===== src/rtl/main_memory_defs_pkg.sv =====
// Shared definitions for the main_memory capture path: default widths matching
// main_memory_bram, capture FSM state encoding and the post-count clamp helper.
package main_memory_defs_pkg;

    localparam int unsigned BRAM_DATA_WIDTH_DEF = 16;
    localparam int unsigned BRAM_ADDR_WIDTH_DEF = 15;

    typedef enum logic [1:0] {
        StIdle    = 2'd0,
        StArmed   = 2'd1,
        StCapture = 2'd2,
        StDone    = 2'd3
    } cap_state_t;

    // Post count of 0 means "just the trigger sample"; more than the ring depth
    // is pointless, so cap it at exactly one full ring.
    function automatic int unsigned clamp_post(input int unsigned cnt, input int unsigned aw);
        int unsigned depth;
        depth = 32'd1 << aw;
        if (cnt == 0) begin
            return 1;
        end else if (cnt > depth) begin
            return depth;
        end else begin
            return cnt;
        end
    endfunction

endpackage


===== src/rtl/main_memory_wrap_counter.sv =====
// Ring write pointer: AW-bit up counter with synchronous clear (priority over
// enable) and a combinational wrap pulse for the max -> 0 step.
module main_memory_wrap_counter #(
    parameter int unsigned AW = 15
) (
    input  logic          clk,
    input  logic          rst,
    input  logic          clr,
    input  logic          en,
    output logic [AW-1:0] count,
    output logic          wrap
);

    localparam logic [AW-1:0] One = AW'(1);

    logic [AW-1:0] count_q;

    // Pointer register; clear wins over increment.
    always_ff @(posedge clk) begin
        if (rst || clr) begin
            count_q <= '0;
        end else if (en) begin
            count_q <= count_q + One;
        end
    end

    // Wrap fires in the cycle the increment takes the pointer from max to 0.
    always_comb begin
        wrap = en && !clr && (count_q == '1);
    end

    assign count = count_q;

endmodule


===== src/rtl/main_memory_capture_ctrl.sv =====
// Write-side capture controller ahead of main_memory_bram: circular pre-trigger
// history while armed, programmed number of post-trigger samples, then stop.
module main_memory_capture_ctrl
    import main_memory_defs_pkg::*;
#(
    parameter int unsigned BRAM_DATA_WIDTH = BRAM_DATA_WIDTH_DEF,
    parameter int unsigned BRAM_ADDR_WIDTH = BRAM_ADDR_WIDTH_DEF
) (
    input  logic                       i_clk,
    input  logic                       i_rst,
    input  logic                       i_arm,
    input  logic                       i_abort,
    input  logic                       i_trig,
    input  logic [BRAM_ADDR_WIDTH:0]   i_post_count,
    input  logic [BRAM_DATA_WIDTH-1:0] i_sample_data,
    input  logic                       i_sample_valid,
    output logic [BRAM_ADDR_WIDTH-1:0] o_bram_wr_addr,
    output logic [BRAM_DATA_WIDTH-1:0] o_bram_wr_data,
    output logic                       o_bram_wr_en,
    output logic                       o_busy,
    output logic                       o_done,
    output logic [BRAM_ADDR_WIDTH-1:0] o_trig_addr,
    output logic [BRAM_ADDR_WIDTH-1:0] o_start_addr
);

    localparam int unsigned AW = BRAM_ADDR_WIDTH;
    localparam int unsigned DW = BRAM_DATA_WIDTH;
    localparam logic [AW-1:0] PtrOne = AW'(1);
    localparam logic [AW:0]   CntOne = (AW + 1)'(1);

    cap_state_t state_q, state_d;

    logic [AW:0]   post_q, post_d;    // clamped count latched at arm
    logic [AW:0]   cnt_q, cnt_d;      // post samples still to write
    logic          wrapped_q, wrapped_d;

    logic [AW-1:0] wr_addr_q, wr_addr_d;
    logic [DW-1:0] wr_data_q, wr_data_d;
    logic          wr_en_q, wr_en_d;
    logic          busy_q, busy_d;
    logic          done_q, done_d;
    logic [AW-1:0] trig_addr_q, trig_addr_d;
    logic [AW-1:0] start_addr_q, start_addr_d;

    logic          ptr_clr, ptr_en, ptr_wrap;
    logic [AW-1:0] ptr;

    main_memory_wrap_counter #(
        .AW(AW)
    ) u_wr_ptr (
        .clk  (i_clk),
        .rst  (i_rst),
        .clr  (ptr_clr),
        .en   (ptr_en),
        .count(ptr),
        .wrap (ptr_wrap)
    );

    // Next-state, post counter and registered write-port values.
    always_comb begin
        state_d      = state_q;
        post_d       = post_q;
        cnt_d        = cnt_q;
        wrapped_d    = wrapped_q;
        wr_addr_d    = wr_addr_q;
        wr_data_d    = wr_data_q;
        wr_en_d      = 1'b0;
        done_d       = done_q;
        trig_addr_d  = trig_addr_q;
        start_addr_d = start_addr_q;
        ptr_clr      = 1'b0;
        ptr_en       = 1'b0;

        unique case (state_q)
            StIdle, StDone: begin
                // Abort is meaningless here, so a coincident arm simply wins.
                if (i_arm) begin
                    state_d      = StArmed;
                    done_d       = 1'b0;
                    trig_addr_d  = '0;
                    start_addr_d = '0;
                    wrapped_d    = 1'b0;
                    ptr_clr      = 1'b1;
                    post_d       = (AW + 1)'(clamp_post(32'(i_post_count), AW));
                end
            end
            StArmed, StCapture: begin
                if (i_abort) begin
                    state_d = StIdle;
                end else if (i_sample_valid) begin
                    wr_en_d   = 1'b1;
                    wr_addr_d = ptr;
                    wr_data_d = i_sample_data;
                    ptr_en    = 1'b1;
                    if (ptr_wrap) begin
                        wrapped_d = 1'b1;
                    end
                    if (state_q == StArmed) begin
                        if (i_trig) begin
                            trig_addr_d = ptr;
                            cnt_d       = post_q - CntOne;
                            state_d     = (post_q == CntOne) ? StDone : StCapture;
                        end
                    end else begin
                        cnt_d   = cnt_q - CntOne;
                        state_d = (cnt_q == CntOne) ? StDone : StCapture;
                    end
                    if (state_d == StDone) begin
                        done_d       = 1'b1;
                        start_addr_d = (wrapped_q || ptr_wrap) ? (ptr + PtrOne) : '0;
                    end
                end
            end
            default: state_d = StIdle;
        endcase

        busy_d = (state_d == StArmed) || (state_d == StCapture);
    end

    // State and output register stage.
    always_ff @(posedge i_clk) begin
        if (i_rst) begin
            state_q      <= StIdle;
            post_q       <= '0;
            cnt_q        <= '0;
            wrapped_q    <= 1'b0;
            wr_addr_q    <= '0;
            wr_data_q    <= '0;
            wr_en_q      <= 1'b0;
            busy_q       <= 1'b0;
            done_q       <= 1'b0;
            trig_addr_q  <= '0;
            start_addr_q <= '0;
        end else begin
            state_q      <= state_d;
            post_q       <= post_d;
            cnt_q        <= cnt_d;
            wrapped_q    <= wrapped_d;
            wr_addr_q    <= wr_addr_d;
            wr_data_q    <= wr_data_d;
            wr_en_q      <= wr_en_d;
            busy_q       <= busy_d;
            done_q       <= done_d;
            trig_addr_q  <= trig_addr_d;
            start_addr_q <= start_addr_d;
        end
    end

    assign o_bram_wr_addr = wr_addr_q;
    assign o_bram_wr_data = wr_data_q;
    assign o_bram_wr_en   = wr_en_q;
    assign o_busy         = busy_q;
    assign o_done         = done_q;
    assign o_trig_addr    = trig_addr_q;
    assign o_start_addr   = start_addr_q;

endmodule


===== config.mk =====
export PLATFORM = sky130hd
export DESIGN_NAME = main_memory_capture_ctrl
export DESIGN_NICKNAME = d
export VERILOG_FILES = /design/src/rtl/main_memory_defs_pkg.sv /design/src/rtl/main_memory_wrap_counter.sv /design/src/rtl/main_memory_capture_ctrl.sv
export SDC_FILE = /design/constraint.sdc
export NUM_CORES = 1
export LEC_CHECK = 0
export BUFFER_PORTS_ARGS = -buffer_cell sky130_fd_sc_hd__buf_2
export CAP_MARGIN = 20
export CORE_UTILIZATION = 55
export DETAILED_ROUTE_END_ITERATION = 12
export GPL_TIMING_DRIVEN = 0
export HOLD_SLACK_MARGIN = 0.05
export PLACE_DENSITY = 0.79
export REMOVE_ABC_BUFFERS = 1
export SETUP_SLACK_MARGIN = 0.02
export SYNTH_ARGS = -nofsm -noshare
export SYNTH_HDL_FRONTEND = slang
export SYNTH_SLANG_ARGS = --single-unit

===== constraint.sdc =====
create_clock -name i_clk -period 3.1 [get_ports i_clk]
set_input_delay 0.155 -clock i_clk [delete_from_list [all_inputs] [get_ports i_clk]]
set_output_delay 0.155 -clock i_clk [all_outputs]
set_load 0.01 [all_outputs]

==> results_dict.tcl <==
set metrics [dict create \
    status "finished, final reports clean" \
    cp-start-kind "register" \
    clk_pin_slew_worst_paths_ps 60 \
    ir_drop_uv 370 \
    crit_fanout 23 \
    rr_endpoint "o_busy$_SDFF_PP0_" \
    clock-skew-final_ps 10.3 \
    htreeDepth 4 \
    power-per-cell-area_mw_per_mm2 637 \
    tightest_slew_ps 806 \
    syn-instance-count 645 \
    io_pins 102 \
    first_global_vias 5027 \
    worst_ep_arrival_time_ps 3290 \
    ant_nets 0 \
    min_path_type "input port to register" \
    drc_errors 0 \
    leakage_uw 0.00277 \
    overflow 0 \
    synth_enable_flop_cells 0 \
    worst_skew_pair.late_latency_ps 520 \
    crit_path_end_kind "register" \
    via_count 5227 \
    synthesis.area_mm2 0.00528 \
    syn_to_final_growth_pct 28.8 \
    reg2reg_setup_slack_ps 200 \
    hold_start "i_abort" \
    setup_viol 0 \
    clkSinkCount 114 \
    gr-usage-all-layers_pct 31.1 \
    worstRegToRegCells 7 \
    io_buffers 101 \
    dp_hpwl_um 9280 \
    grt_pass1_wl_um 24400 \
    rsz0062_at_grt "no" \
    holdPathStages 4 \
    grt_max_degree 54 \
    hold_violations 0 \
    cts_tree "yes" \
    slew_headroom_pct 46.3 \
    dp_slack_ps -359 \
    fin_ws_ps 201 \
    fin_crit_sh_pct 93.5 \
    seq_area_frac_synth_pct 43.3 \
    max_stage_delay_ps 690 \
    fin_area_mm2 0.00680 \
    cts-root-buf "clkbuf_8" \
    antenna_found_initial 0 \
    layout-drive-gt1-share_pct 20.2 \
    start_util_pct 56.8 \
    first_pass_iters 5 \
    synth_top_flop_cell "dfxtp_1" \
    viasPerCell 5.79 \
    post_dp_cell_area_mm2 0.00587 \
    synth_seq_cells 114 \
    drtIter0Drc 348 \
    die_x_um 99.9 \
    fp-row-count 35 \
    syn_area_per_cell_um2 8.18 \
    clockBufferDepth 2 \
    wirelength_um 15100 \
    yosysUniqueCellTypes 59 \
    die-area_mm2 0.00999 \
    core_region_area_mm2 0.00928 \
    regToRegStartpoint "state_q[0]$_SDFF_PP0_" \
    gp_congestion 0.827 \
    post_drt_wl_per_cell_um 16.8 \
    layout.nets 806 \
    antenna_cells 0 \
    criticalPathCategory "register to register" \
    synth-async-reset-ratio_pct 0 \
    yosys_warnings 0 \
    die_h_um 99.9 \
    fin_crit_ps 2900 \
    cap_viol_max_count 0 \
    drv_slew 0 \
    critPathSlowestCell "or3b_2" \
    min_to "state_q[0]$_SDFF_PP0_" \
    fin_tns_setup_ps 0 \
    cts_inserted_buffers 17 \
    required_ps 3490 \
    max_freq_mhz 345 \
    path_cells "inv_1, ha_1, or3b_2, nor2_4, a31oi_1, nor4_1, nor3_1" \
]
==> cell usage in the layout, fill, tap and decap left out, types with 3 or more instances in the layout <==
cell,n
a31oi_1,3
xor2_1,16
clkinv_4,4
buf_4,4
nor2_1,36
dfxtp_1,114
nor4b_1,3
nand2_1,135
and3_1,3
inv_1,11
a22o_1,13
mux2i_1,16
buf_2,101
o22ai_1,4
o21ai_1,6
dlygate4sd3_1,33
buf_8,3
a21oi_1,68
and4_1,4
xnor2_1,21
a211oi_1,5
clkbuf_16,16
ha_1,6
nand3b_1,15
inv_6,6
clkinvlp_4,3
nand4_1,11
and2_1,3
nor3_1,15
nor2b_1,4
nor4_1,10
a22oi_1,3
o21ai_0,16
nand2b_1,3
nand3_1,17
==> synth_stat cells, types with 7 or more instances <==
library cell  number  area share, %
a22o_1            13            2.2
nor4_1            10            1.2
xor2_1            16            2.7
a21oi_1           68            6.5
inv_1             11           0.78
nor3_1            15            1.4
ha_1               7            1.7
mux2i_1           16            3.0
clkbuf_1          41            2.9
o21ai_0           16            1.5
nand4_1           11            1.3
nand3b_1          15            2.1
nand3_1           17            1.6
nor2_1            38            2.7
dfxtp_1          114             43
xnor2_1           21            3.5
nand2_1          135            9.6
==> how the worst max path moves through the flow <==
stage,end,depth (start not counted),from,slack [ps]
after floorplan,o_trig_addr[14]$_SDFFE_PP0P_,6,state_q[0]$_SDFF_PP0_,-290
after global placement,o_trig_addr[14]$_SDFFE_PP0P_,6,state_q[0]$_SDFF_PP0_,-1980
after detailed placement,cnt_q[11]$_SDFFE_PP0P_,7,state_q[0]$_SDFF_PP0_,-360
after CTS,post_q[5]$_SDFFE_PP0P_,6,state_q[0]$_SDFF_PP0_,220
after global routing,cnt_q[11]$_SDFFE_PP0P_,7,state_q[0]$_SDFF_PP0_,60
final,o_busy$_SDFF_PP0_,7,state_q[0]$_SDFF_PP0_,200
==> kinds of logic after synthesis <==
kind of cell | Yosys count | synth area share [%]
AOI/OAI and AO/OA | 138 | 16.3
xor gates and xnor gates | 37 | 6.14
adders and majority gates | 7 | 1.66
buffers and inverters | 58 | 4.29
DFF | 114 | 43.3
muxes | 16 | 3.04
and+or+nand+nor | 275 | 25.3
==> flip-flops by register name, indices dropped and copies added (netlist names) <==
register and flops:
o_trig_addr 15, o_bram_wr_addr 15, cnt_q 16, u_wr_ptr.count 15, o_start_addr 15, state_q 2, o_bram_wr_en 1, o_done 1
o_bram_wr_data 16, post_q 16, wrapped_q 1, o_busy 1
==> final cells by class <==
class | count | area [µm²]
well taps | 129 | 161
repair buffers | 144 | 961
clock inverters | 14 | 121
clock buffers | 18 | 428
inverters | 11 | 41.3
fillers | 703 | 2490
flip-flops and latches | 114 | 2280
multi-input cells | 473 | 2800
==> power breakdown <==
group / total [µW] / switching (µW) / internal, µW
logic: 943 / 573 / 370
clock network: 1790 / 768 / 1030
registers: 1590 / 66.2 / 1530
total: 4330 / 1410 / 2920
==> worst max-delay path: cells and delay by family, from the launching register on <==
| family | cells | cell delay [ps] |
|---|---|---|
| buffers and inverters | 1 | 70 |
| AND/OR/NAND/NOR | 4 | 1560 |
| adder cells (fa/ha/maj) | 1 | 580 |
| AO/OA/AOI/OAI | 1 | 150 |
| flip-flops | 1 | 420 |
==> what timing repair did <==
action	4_1_cts	5_1_grt
pin swaps	1	0
buffers inserted	2	0
setup endpoints to repair	42	7
hold buffers	33	0
hold endpoints to repair	46	0
resized for setup	4	1
==> layer usage <==
layer	global-route usage, %	share of wire, %
met1	35.9	40
met2	55.1	51
met3	7.17	6.6
met4	13.0	2.6
met5	0	0
==> stage by stage <==
step	std cells	hold slack, ps	total power [µW]	utilization, %
2_1_floorplan	598	224	2190	-
3_3_place_gp	828	382	2400	62.0
3_5_place_dp	835	387	2460	63.2
4_1_cts	902	74.7	4290	73.1
5_1_grt	903	105	4490	73.2
6_report	903	87.4	4330	73.2
(Power assumes the default switching activity.)
